===== src/rtl/sap_pkg.sv =====
// rtl/sap_pkg.sv - shared SAP constants, opcodes and loader state encoding
package sap_pkg;

    localparam int RAM_DEPTH = 16;
    localparam logic [7:0] LOADER_HDR = 8'h55;

    // Instruction opcodes (upper nibble of a program byte)
    localparam logic [3:0] OP_NOP = 4'h0;
    localparam logic [3:0] OP_LDA = 4'h1;
    localparam logic [3:0] OP_ADD = 4'h2;
    localparam logic [3:0] OP_SUB = 4'h3;
    localparam logic [3:0] OP_STA = 4'h4;
    localparam logic [3:0] OP_LDI = 4'h5;
    localparam logic [3:0] OP_JMP = 4'h6;
    localparam logic [3:0] OP_JC  = 4'h7;
    localparam logic [3:0] OP_JZ  = 4'h8;
    localparam logic [3:0] OP_OUT = 4'hE;
    localparam logic [3:0] OP_HLT = 4'hF;

    typedef enum logic [1:0] {
        WAIT_HDR = 2'd0,
        DATA     = 2'd1,
        SUM      = 2'd2,
        RUN      = 2'd3
    } loader_state_e;

endpackage


===== src/rtl/uart_rx_core.sv =====
// rtl/uart_rx_core.sv - 8N1 UART receiver with start-glitch rejection and framing check
module uart_rx_core #(
    parameter int CLKS_PER_BIT = 16,
    parameter int DATA_W       = 8
) (
    input  logic              clk,
    input  logic              rst_n,
    input  logic              rx,
    output logic [DATA_W-1:0] rx_data,
    output logic              byte_valid,
    output logic              frame_err
);

    localparam int CW = (CLKS_PER_BIT > 2) ? $clog2(CLKS_PER_BIT) : 1;
    localparam int BW = (DATA_W > 2) ? $clog2(DATA_W) : 1;
    localparam logic [CW-1:0] BAUD_LAST = CW'(CLKS_PER_BIT - 1);
    localparam logic [CW-1:0] BAUD_HALF = CW'(CLKS_PER_BIT / 2 - 1);
    localparam logic [BW-1:0] BIT_LAST  = BW'(DATA_W - 1);

    typedef enum logic [1:0] {
        RX_IDLE  = 2'd0,
        RX_START = 2'd1,
        RX_BITS  = 2'd2,
        RX_STOP  = 2'd3
    } rx_state_e;

    rx_state_e         state_q, state_d;
    logic [CW-1:0]     baud_q, baud_d;
    logic [BW-1:0]     bit_q, bit_d;
    logic [DATA_W-1:0] shift_q, shift_d;
    logic              valid_q, valid_d;
    logic              ferr_q, ferr_d;
    logic              rx_meta_q, rx_meta_d;
    logic              rx_sync_q, rx_sync_d;
    logic              rx_prev_q, rx_prev_d;

    // Synchronizer chain, bit timing and frame sequencing
    always_comb begin
        state_d   = state_q;
        baud_d    = baud_q;
        bit_d     = bit_q;
        shift_d   = shift_q;
        valid_d   = 1'b0;
        ferr_d    = 1'b0;
        rx_meta_d = rx;
        rx_sync_d = rx_meta_q;
        rx_prev_d = rx_sync_q;
        case (state_q)
            RX_IDLE: begin
                // Only a real high-to-low transition opens a frame, so a line still
                // low after a bad stop bit does not retrigger.
                if (rx_prev_q && !rx_sync_q) begin
                    state_d = RX_START;
                    baud_d  = '0;
                end
            end
            RX_START: begin
                if (baud_q == BAUD_HALF) begin
                    baud_d  = '0;
                    bit_d   = '0;
                    state_d = rx_sync_q ? RX_IDLE : RX_BITS;
                end else begin
                    baud_d = baud_q + 1'b1;
                end
            end
            RX_BITS: begin
                if (baud_q == BAUD_LAST) begin
                    baud_d  = '0;
                    shift_d = {rx_sync_q, shift_q[DATA_W-1:1]};
                    if (bit_q == BIT_LAST) begin
                        state_d = RX_STOP;
                    end else begin
                        bit_d = bit_q + 1'b1;
                    end
                end else begin
                    baud_d = baud_q + 1'b1;
                end
            end
            RX_STOP: begin
                if (baud_q == BAUD_LAST) begin
                    baud_d  = '0;
                    state_d = RX_IDLE;
                    valid_d = rx_sync_q;
                    ferr_d  = !rx_sync_q;
                end else begin
                    baud_d = baud_q + 1'b1;
                end
            end
            default: state_d = RX_IDLE;
        endcase
    end

    // Receiver state registers; the line reads idle-high out of reset
    always_ff @(posedge clk or negedge rst_n) begin
        if (!rst_n) begin
            state_q   <= RX_IDLE;
            baud_q    <= '0;
            bit_q     <= '0;
            shift_q   <= '0;
            valid_q   <= 1'b0;
            ferr_q    <= 1'b0;
            rx_meta_q <= 1'b1;
            rx_sync_q <= 1'b1;
            rx_prev_q <= 1'b1;
        end else begin
            state_q   <= state_d;
            baud_q    <= baud_d;
            bit_q     <= bit_d;
            shift_q   <= shift_d;
            valid_q   <= valid_d;
            ferr_q    <= ferr_d;
            rx_meta_q <= rx_meta_d;
            rx_sync_q <= rx_sync_d;
            rx_prev_q <= rx_prev_d;
        end
    end

    assign rx_data    = shift_q;
    assign byte_valid = valid_q;
    assign frame_err  = ferr_q;

endmodule


===== src/rtl/sap_program_loader.sv =====
// rtl/sap_program_loader.sv - UART program loader writing a checksummed image into SAP RAM
module sap_program_loader
    import sap_pkg::*;
#(
    parameter int                CLKS_PER_BIT = 16,
    parameter int                ADDR_W       = 4,
    parameter int                DATA_W       = 8,
    parameter logic [DATA_W-1:0] HDR_BYTE     = DATA_W'(LOADER_HDR)
) (
    input  logic              clk,
    input  logic              rst_n,
    input  logic              rx,
    output logic [ADDR_W-1:0] ram_addr,
    output logic [DATA_W-1:0] ram_data,
    output logic              ram_we,
    output logic              cpu_hold,
    output logic              load_done,
    output logic              load_err
);

    localparam logic [ADDR_W-1:0] IDX_LAST = ADDR_W'((2 ** ADDR_W) - 1);

    logic [DATA_W-1:0] rx_data;
    logic              byte_valid;
    logic              frame_err;

    uart_rx_core #(
        .CLKS_PER_BIT(CLKS_PER_BIT),
        .DATA_W      (DATA_W)
    ) u_rx (
        .clk       (clk),
        .rst_n     (rst_n),
        .rx        (rx),
        .rx_data   (rx_data),
        .byte_valid(byte_valid),
        .frame_err (frame_err)
    );

    loader_state_e     state_q, state_d;
    logic [ADDR_W-1:0] idx_q, idx_d;
    logic [DATA_W-1:0] sum_q, sum_d;
    logic [ADDR_W-1:0] ram_addr_q, ram_addr_d;
    logic [DATA_W-1:0] ram_data_q, ram_data_d;
    logic              ram_we_q, ram_we_d;
    logic              cpu_hold_q, cpu_hold_d;
    logic              load_done_q, load_done_d;
    logic              load_err_q, load_err_d;

    // Loader sequencing: header, 2**ADDR_W data bytes, checksum, then run
    always_comb begin
        state_d     = state_q;
        idx_d       = idx_q;
        sum_d       = sum_q;
        ram_addr_d  = ram_addr_q;
        ram_data_d  = ram_data_q;
        ram_we_d    = 1'b0;
        cpu_hold_d  = cpu_hold_q;
        load_done_d = 1'b0;
        load_err_d  = load_err_q;
        case (state_q)
            WAIT_HDR: begin
                if (byte_valid && rx_data == HDR_BYTE) begin
                    state_d    = DATA;
                    idx_d      = '0;
                    sum_d      = '0;
                    load_err_d = 1'b0;
                    cpu_hold_d = 1'b1;
                end
            end
            DATA: begin
                // A header value here is ordinary program data, never a restart.
                if (frame_err) begin
                    state_d    = WAIT_HDR;
                    load_err_d = 1'b1;
                    cpu_hold_d = 1'b1;
                end else if (byte_valid) begin
                    ram_we_d   = 1'b1;
                    ram_addr_d = idx_q;
                    ram_data_d = rx_data;
                    sum_d      = sum_q + rx_data;
                    if (idx_q == IDX_LAST) begin
                        state_d = SUM;
                    end else begin
                        idx_d = idx_q + 1'b1;
                    end
                end
            end
            SUM: begin
                if (frame_err) begin
                    state_d    = WAIT_HDR;
                    load_err_d = 1'b1;
                    cpu_hold_d = 1'b1;
                end else if (byte_valid) begin
                    if (rx_data == sum_q) begin
                        state_d     = RUN;
                        load_done_d = 1'b1;
                        cpu_hold_d  = 1'b0;
                    end else begin
                        state_d    = WAIT_HDR;
                        load_err_d = 1'b1;
                        cpu_hold_d = 1'b1;
                    end
                end
            end
            RUN: begin
                if (byte_valid && rx_data == HDR_BYTE) begin
                    state_d    = DATA;
                    idx_d      = '0;
                    sum_d      = '0;
                    cpu_hold_d = 1'b1;
                end
            end
            default: state_d = WAIT_HDR;
        endcase
    end

    // Loader registers; the CPU stays halted from reset until an image verifies
    always_ff @(posedge clk or negedge rst_n) begin
        if (!rst_n) begin
            state_q     <= WAIT_HDR;
            idx_q       <= '0;
            sum_q       <= '0;
            ram_addr_q  <= '0;
            ram_data_q  <= '0;
            ram_we_q    <= 1'b0;
            cpu_hold_q  <= 1'b1;
            load_done_q <= 1'b0;
            load_err_q  <= 1'b0;
        end else begin
            state_q     <= state_d;
            idx_q       <= idx_d;
            sum_q       <= sum_d;
            ram_addr_q  <= ram_addr_d;
            ram_data_q  <= ram_data_d;
            ram_we_q    <= ram_we_d;
            cpu_hold_q  <= cpu_hold_d;
            load_done_q <= load_done_d;
            load_err_q  <= load_err_d;
        end
    end

    assign ram_addr  = ram_addr_q;
    assign ram_data  = ram_data_q;
    assign ram_we    = ram_we_q;
    assign cpu_hold  = cpu_hold_q;
    assign load_done = load_done_q;
    assign load_err  = load_err_q;

endmodule


===== config.mk =====
export PLATFORM = sky130hd
export DESIGN_NAME = sap_program_loader
export DESIGN_NICKNAME = d
export VERILOG_FILES = /design/src/rtl/sap_pkg.sv /design/src/rtl/uart_rx_core.sv /design/src/rtl/sap_program_loader.sv
export SDC_FILE = /design/constraint.sdc
export NUM_CORES = 1
export LEC_CHECK = 0
export CORE_UTILIZATION = 45
export DETAILED_ROUTE_END_ITERATION = 10
export PLACE_DENSITY = 0.73
export SETUP_SLACK_MARGIN = 0.05
export SYNTH_ARGS = -nofsm -noshare
export SYNTH_HDL_FRONTEND = slang
export SYNTH_SLANG_ARGS = --single-unit

===== constraint.sdc =====
create_clock -name clk -period 2 [get_ports clk]
set_input_delay 0.4 -clock clk [delete_from_list [all_inputs] [get_ports clk]]
set_output_delay 0.4 -clock clk [all_outputs]
set_load 0.005 [all_outputs]

== Yosys cells after proc, flatten, opt, wreduce, memory -nomap -nowiden ==
Cells that the tools add are included.

* Bits of input ports: 3
* Output and inout port bits: 16
* Flip-flop bits (word level): 52
* Logic and storage cells: 124

* Reduce and logical (&&, ||, !) cells: 19
* Muxes and demuxes: 54
* Add/subtract/negate cells: 4
* Bitwise gates (word level): 1
* Equal/unequal tests: 28

{| class="wikitable"
|+ Operators with widths
! operator !! number
|-
| 4-bit 2-to-1 mux || 7
|-
| 2-bit 2-to-1 mux || 13
|-
| 8-bit 2-to-1 mux || 3
|-
| 1-bit 2-to-1 mux || 20
|-
| 2-bit by 1-bit != test with 1-bit output, second input constant || 8
|-
| 8-bit one-hot mux with 2 select lines || 1
|-
| 5-bit AND reduction || 3
|-
| 4-bit one-hot mux with 3 select lines || 1
|-
| 4-bit AND reduction || 3
|-
| 3-bit 2-to-1 mux || 3
|-
| 4-bit by 1-bit adder with 4-bit output, second input constant || 2
|-
| 8-bit adder || 1
|-
| 2-bit == test, second input constant || 4
|-
| 4-bit == test, second input constant || 2
|-
| 8-bit by 7-bit == test with 1-bit output, second input constant || 1
|-
| 8-bit == test || 1
|-
| 2-bit != test, second input constant || 4
|-
| 2-bit one-hot mux with 4 select lines || 1
|-
| 4-bit one-hot mux with 2 select lines || 1
|-
| 3-bit by 1-bit != test with 1-bit output, second input constant || 2
|-
| 3-bit by 2-bit != test with 1-bit output, second input constant || 2
|-
| 1-bit one-hot mux with 3 select lines || 2
|-
| 2-bit one-hot mux with 3 select lines || 1
|-
| 3-bit one-hot mux with 2 select lines || 1
|-
| other kinds (13) || 19
|}

== Logic depth before layout (Yosys ltp) ==
Gate-level depths: netlist of the first run.

* Depth after elaboration: 5
* Gate-level depth with buffers: 8
* Depth with buffers taken out: 8

== By module ==
From an unflattened synthesis of the first run, not the netlist that was laid out.

* Cell total of the unflattened synthesis: 264
* Area total of the unflattened synthesis: 2753.9 sq um

{| class="wikitable"
|+ Modules (own cells, without submodules)
! module !! sequential area each (sq um) !! times used !! area an instance (sq um) !! cells an instance
|-
| sap_program_loader || 752.0 || 1 || 1687.9 || 178
|-
| uart_rx_core || 554.3 || 1 || 1066.0 || 86
|}

== Worst setup path before layout of the first run ==
OpenSTA, ideal clock, no wires.

* Kind: register to register
* Start: reg u_rx.shift_q[1] (netlist: u_rx.rx_data[1])
* End: reg load_err_q (netlist: load_err)
* Buffers on the path: 0
* Path slack: 186 ps
* Required time: 1875 ps
* Stages on the path, launching flop included: 6
* Library setup time: 125 ps
* Period minus slack after synthesis: 1814 ps
* Data arrival time: 1690 ps
* Path through: dfrtp_1 -> ha_1 -> nor4_1 -> nand4b_1 -> nand2_1 -> mux2_2

* Longest elaborated chain between the ends: 4
* Elaborated cells on any way between the ends: 6
* Classes of those cells: 4 x eq/ne; 2 x reduce/logical

{| class="wikitable"
|+ RTL lines
! element !! line !! RTL
|-
| start, declared || uart_rx_core.sv:30 || <nowiki>logic [DATA_W-1:0] shift_q, shift_d;</nowiki>
|-
| start signal, assigned || uart_rx_core.sv:109 || <nowiki>shift_q <= shift_d;</nowiki>
|-
| 8-bit by 7-bit == test with 1-bit output || sap_program_loader.sv:62 || <nowiki>if (byte_valid && rx_data == HDR_BYTE) begin</nowiki>
|-
| 1-bit logical AND || sap_program_loader.sv:62 ||
|-
| 2-bit != test (no source line) || - ||
|-
| 5-bit AND reduction (no source line) (*) || - ||
|-
| end signal, assigned || sap_program_loader.sv:138 || <nowiki>load_err_q <= load_err_d;</nowiki>
|-
| end, declared || sap_program_loader.sv:47 || <nowiki>logic load_err_q, load_err_d;</nowiki>
|}

Every way passes the cells marked *; elsewhere a longest branch is shown, timed or not.
A chain may end at the register's enable or synchronous reset.

== Final worst setup path of the first run ==
* Start: reg u_rx.shift_q[0] (netlist: u_rx.rx_data[0])
* End: reg load_err_q (netlist: load_err)

The elaborated chain is that of the path after synthesis.

==> summary.txt, run 1 <==
status -> finished, final reports clean
DRT Pass-1 Iters -> 4
GPL Wtd Cong -> 0.8573
full die area -> 6169 sq um
Netlist cell types -> 46
CTS H-tree lvls -> 2
Reg2Reg Depth -> 5
layout cells sized above 1 -> 0.2068
worst hold path type -> input pin to async pin
Worst-Margin Slew -> 497.5 ps
grt ovf -> 0
Layout fillers -> 478
critical path capture point type -> register
wire per inst -> 13.99 microns
Skew-Pair Late Insertion Delay -> 300 ps
CP Max Fanout -> 4
CORE AREA -> 5574 sq um
Final Skew -> 11.18 ps
Row Count -> 27
Max Transition Viols Final -> 0
cts bufs inserted -> 5
Max-cap violations -> 0
vias per inst -> 5.346
share of the synthesized area in the top cell type -> 0.4556
launch point of the worst reg-to-reg path -> u_rx.rx_data[0]
unrepaired setup endpoints after global routing -> yes
hold buffers post-CTS -> 0
clk slew on worst S/H paths -> 100 ps
post-synthesis net count -> 278
pwr dens -> 715.7 nW/um^2
Data arrival, critical path -> 2100 ps
r2r setup slk -> 90 ps
post-route clock period utilization -> 0.9570
starting density of the core -> 0.4730
WS Path Type -> register to register
# DRC -> 0
area grow syn2layout -> 22.50%
Clock Path Buffers -> 2
biggest area consumer among synthesized cells -> dfrtp_1
predominant post-synthesis flop cell -> dfrtp_1
crit path to -> load_err
synth warn -> 0
count leader, synth -> nand2_1
count of final hold-check violations -> 0
CTS tree -> yes
footprint of the multi-input gates -> 1344 sq um
synth cell count leaders -> 60 x nand2_1, 48 x dfrtp_1, 19 x o21ai_0
sequential area share after synthesis -> 0.4955
leakage -> 1.543 nW
# IOs -> 19
CP startpoint -> u_rx.rx_data[0]
CP max stage cell -> dfrtp_1
register area -> 1306 sq um
Post-synth EDFFs -> 0
first-pass GRT wire length -> 8.707 mm
Iter 0 DRT Violations -> 130
Peak Freq -> 522.4 MHz
top post-synthesis cells by area -> dfrtp_1 46%, nand2_1 8.5%, ha_1 7.6%
total track usage -> 0.1817
nets@finish -> 314
HPWL after detailed placement -> 3.616 mm
Syn Area/Cell -> 10.22 sq um
clock root cell -> clkbuf_8
via count of the routed design -> 1962
Die X -> 78.54 microns
Slew headroom -> 0.6653
VDD IR max -> 553.0 uV
Clock Sinks -> 52
Netlist Area Pre-Place -> 2636 sq um
critical path required time -> 2190 ps
post-layout min period -> 1914 ps
vias in the first global route -> 1877
critical path, cell by cell -> ha_1 -> nor4b_4 -> nand4b_1 -> nand2_1 -> mux2_2
CP startpoint kind -> register
IO Port Bufs -> 18
WL final -> 5.136 mm
Crit path largest cell delay -> 420 ps
async set or reset register ratio after synthesis -> 1.000
initial antenna violation count -> 0
smallest hold slack -> 68.50 ps
Setup TNS -> 0 ps
Final Setup Violations -> 0
n_diodes -> 0
number of synthesized register bits -> 52
Synth Instances -> 258
Die Y-Extent -> 78.54 microns
pin count of the biggest net entering global routing -> 53
worst r2r dst -> load_err
post-route ant nets -> 0
per-layer routing:
| metal | global-route usage | vias up | share of wire |
|---|---|---|---|
| met5 | 0 | - | 0 |
| met4 | 0.06111 | 0 | 0.012 |
| met3 | 0.03721 | 8 | 0.037 |
| met2 | 0.2861 | 36 | 0.47 |
| met1 | 0.2485 | 950 | 0.48 |
| li1 | - | 968 | - |
flip-flops by register name (all words and copies together), names as in the netlist, 2 cells and up, named ones only:
signal / flops
ram_data: 8
sum_q: 8
u_rx.rx_data: 8
idx_q: 4
ram_addr: 4
u_rx.baud_q: 4
u_rx.bit_q: 3
state_q: 2
cells in the final DEF, fill, tap and decap left out, types with 3 or more instances in the layout:
cell type	instances
mux2_2	12
dfstp_2	4
ha_4	3
ha_1	11
o21ai_0	17
mux2i_1	3
inv_1	8
a21o_1	5
a21oi_1	5
nand2_1	60
dfrtp_1	48
nor2_1	12
nand3_1	8
clkdlybuf4s50_1	17
xor2_1	3
nand2b_1	3
buf_4	17
clkbuf_8	5
repair_timing:
action | 4_1_cts | 5_1_grt
buffers inserted | 0 | 1
endpoints found under the setup margin | 2 | 6
pin swaps | 0 | 1
resized for setup | 2 | 13
power by group:
part           internal (W)  switching (W)
clock              0.000500       0.000338
combinational      0.000119       0.000144
sequential          0.00112      0.0000916
how the worst min path moves through the flow:
stage,from,slack (ps),end,depth (start not counted)
floorplan,rst_n,100,async pin,0
global placement,u_rx.rx_meta_q,350,u_rx.rx_prev_d,0
detailed placement,u_rx.rx_meta_q,350,u_rx.rx_prev_d,0
CTS,rst_n,80,ram_data[2],2
global route,rst_n,100,ram_data[2],2
finish,rst_n,70,ram_data[2],2
kinds of logic (layout without fill, tap and decap cells):
logic type / after synthesis / count (layout) / synth area share
simple gates: 107 / 107 / 0.1998
xor+xnor: 5 / 5 / 0.01661
fa+ha+maj: 17 / 17 / 0.08353
buf+inv: 16 / 53 / 0.02895
mux: 15 / 15 / 0.06265
flops: 52 / 52 / 0.4955
compound gates: 46 / 46 / 0.1130
through the flow:
step,utilization,setup slack [ps],power (W),std cells,area (sq um)
6_report,0.5793,85.93,0.002311,367,3229
5_1_grt,0.5793,-11.69,0.002430,367,3229
4_1_cts,0.5641,82.05,0.002332,366,3144
3_5_place_dp,0.5380,4.143,0.001493,358,2999
3_3_place_gp,0.5380,39.46,0.001483,358,2999
2_1_floorplan,-,185.5,0.001425,258,2636
worst max-delay path: cells and delay by family (launching register included):
kind	cells	cell delay, ps
AND/OR/NAND/NOR	3	680
multiplexers	1	330
adder cells (fa/ha/maj)	1	360
flip-flops	1	420
area by class of cell:
type,instances,share of cell area
Inverter,9,0.01046
Tap cell,72,0.02790
Sequential cell,52,0.4045
Clock inverter,2,0.01860
Multi-Input combinational cell,190,0.4161
Clock buffer,6,0.02247
Timing Repair Buffer,36,0.09996
No activity file was read; power rests on OpenSTA's default activity.
==> run 2: changes to the inputs <==
--- a/config.mk
+++ b/config.mk
@@ -6,7 +6,9 @@
 export NUM_CORES = 1
 export LEC_CHECK = 0
 export CORE_UTILIZATION = 45
+export CTS_CLUSTER_SIZE = 8
 export DETAILED_ROUTE_END_ITERATION = 10
+export GPL_ROUTABILITY_DRIVEN = 0
 export PLACE_DENSITY = 0.73
 export SETUP_SLACK_MARGIN = 0.05
 export SYNTH_ARGS = -nofsm -noshare
==> results of run 2 <==
Same layout as run 1: the final DEF is identical, and so are final timing and power.
==> run 3: changes to the inputs <==
--- a/config.mk
+++ b/config.mk
@@ -8,8 +8,9 @@
 export CORE_UTILIZATION = 45
 export CTS_CLUSTER_SIZE = 8
 export DETAILED_ROUTE_END_ITERATION = 10
+export DONT_BUFFER_PORTS = 1
 export GPL_ROUTABILITY_DRIVEN = 0
-export PLACE_DENSITY = 0.73
+export PLACE_DENSITY = 0.69
 export SETUP_SLACK_MARGIN = 0.05
 export SYNTH_ARGS = -nofsm -noshare
 export SYNTH_HDL_FRONTEND = slang
==> summary.txt, run 3 (same netlist as run 1, synthesis figures left out) <==
Slew headroom -> 0.6691 (+0.003797)
critical path required time -> 2190 ps (about the same)
unrepaired setup endpoints after global routing -> yes
Int Pwr -> 0.001734 W (-0.15%)
met2 WL post-DR -> 2.478 mm (+2.9%)
total track usage -> 0.1811 (-0.0005891)
nets@finish -> 295 (-6.1%)
post-route clock period utilization -> 0.9438 (-0.01328)
commonest non-fill, non-tap cell in the layout -> nand2_1
Worst-Margin Slew -> 491.9 ps (-5.643 ps)
post-layout min period -> 1888 ps (-26.56 ps)
Data arrival, critical path -> 2070 ps (-30 ps)
most frequent cells in the layout -> 60 x nand2_1, 48 x dfrtp_1, 16 x o21ai_0
CP Max Fanout -> 5 (+1)
Skew-Pair Late Insertion Delay -> 300 ps (about the same)
design area -> 3027 sq um (-6.3%)
DR top layer -> met4
Placed Area -> 2781 sq um (-7.3%)
VDD IR max -> 497.0 uV (-10%)
M1 WL -> 2.436 mm (-1.7%)
Post-Layout Cell Count -> 348 (-5.2%)
count of final hold-check violations -> 0 (unchanged)
DRT Pass-1 Iters -> 4 (unchanged)
Setup TNS -> 0 ps (unchanged)
CTS tree -> yes
smallest hold slack -> 91.56 ps (+23.06 ps)
Max Transition Viols Final -> 0 (unchanged)
pin count of the biggest net entering global routing -> 53 (unchanged)
n_diodes -> 0 (unchanged)
Final Setup Violations -> 0 (unchanged)
CORE AREA -> 5574 sq um (unchanged)
Clock Path Buffers -> 2 (unchanged)
sequential share of power -> 0.527 (+0.004)
CTS H-tree lvls -> 2 (unchanged)
post-route ant nets -> 0 (unchanged)
vias per inst -> 5.420 (+1.4%)
Die X -> 78.54 microns (unchanged)
worst hold path type -> input pin to register
pwr dens -> 762.7 nW/um^2 (+6.6%)
IO Port Bufs -> 0 (-18)
Switching Fraction -> 0.2486 (+0.0002485)
Net Switching -> 0.0005740 W (about the same)
grt ovf -> 0 (unchanged)
register area -> 1306 sq um (unchanged)
vias in the first global route -> 1848 (-1.5%)
clk slew on worst S/H paths -> 90 ps (about the same)
initial antenna violation count -> 0 (unchanged)
clock root cell -> clkbuf_8
status -> finished, final reports clean
starting density of the core -> 0.4730 (unchanged)
Die Y-Extent -> 78.54 microns (unchanged)
WS Path Type -> register to register
area grow syn2layout -> 14.81%
HPWL after detailed placement -> 3.665 mm (+1.3%)
# IOs -> 19 (unchanged)
via count of the routed design -> 1886 (-3.9%)
Final Skew -> 10.70 ps (-0.4817 ps)
leakage -> 1.483 nW (-3.9%)
footprint of the multi-input gates -> 1314 sq um (-2.2%)
CP startpoint kind -> register
WL met3 -> 195 microns (+3.7%)
Clock Sinks -> 52 (unchanged)
Combinational Power Share -> 0.109 (-0.005)
Max-cap violations -> 0 (unchanged)
layout cells sized above 1 -> 0.1993 (-0.007504)
cts bufs inserted -> 5 (unchanged)
# DRC -> 0 (unchanged)
Row Count -> 27 (unchanged)
WL final -> 5.124 mm (-0.23%)
full die area -> 6169 sq um (unchanged)
r2r setup slk -> 110 ps (+30 ps)
first-pass GRT wire length -> 8.707 mm (unchanged)
wire per inst -> 14.72 microns (+5.2%)
critical path capture point type -> register
Peak Freq -> 529.8 MHz (+1.4%)
placed insts -> 336 (-6.1%)
Iter 0 DRT Violations -> 138 (+6.2%)
Layout fillers -> 488 (+2.1%)
clock network power share -> 0.363 (about the same)
-- run 3: per-layer routing --
layer	up-vias	global-route usage
met4	0	0.04444
met1	910	0.2365
li1	936	-
met5	-	0
met2	38	0.3052
met3	2	0.03721
-- run 3: layout make-up --
class,instances,share of cell area
Tap cell,72,0.02976
Clock buffer,6,0.02398
Timing Repair Buffer,17,0.04961
Inverter,9,0.01116
Multi-Input combinational cell,190,0.4341
Sequential cell,52,0.4316
Clock inverter,2,0.01984
-- run 3: critical path: stages (launching register included) --
cell and delay [ps]:
dfrtp_1 410, ha_1 360, buf_4 160, nand2_1 80
a211oi_2 220, o21ai_1 130, nor4b_1 170, a221o_1 260
-- run 3: worst paths after layout --
kind,cells after the start,from,to
worst max-delay path,7,u_rx.rx_data[5],sum_q[7]
worst min register to register,0,u_rx.rx_meta_q,u_rx.rx_prev_d
min in group asynchronous,2,rst_n,ram_data[2]
max in group asynchronous,2,rst_n,u_rx.rx_prev_d
worst max register to register,7,u_rx.rx_data[5],sum_q[7]
worst min-delay path,0,rx,u_rx.rx_meta_q
-- run 3: metrics by stage --
step           power [W]  setup WS [ps]    util
6_report        0.002308          112.5  0.5430
5_1_grt         0.002421          25.47  0.5430
4_1_cts         0.002331          63.71  0.5318
3_5_place_dp    0.001467          39.62  0.4990
3_3_place_gp    0.001452          121.8  0.4990
2_1_floorplan   0.001425          185.5       -
-- run 3: timing repair --
action / CTS / global route
gates resized for setup: 2 / 11
hold buffers: 2 / 0
setup endpoints to repair: 1 / 6
setup buffers: 0 / 2
endpoints found under the hold margin: 52 / 0
pin swaps: 0 / 2
gates cloned: 0 / 0
-- run 3: power groups by stage --
stage,sequential (W),clock [W],combinational (W)
floorplan,0.00118,0,0.000247
global placement,0.00123,0,0.000220
detailed placement,0.00124,0,0.000232
CTS,0.00122,0.000858,0.000258
global route,0.00123,0.000892,0.000297
finish,0.00122,0.000838,0.000253
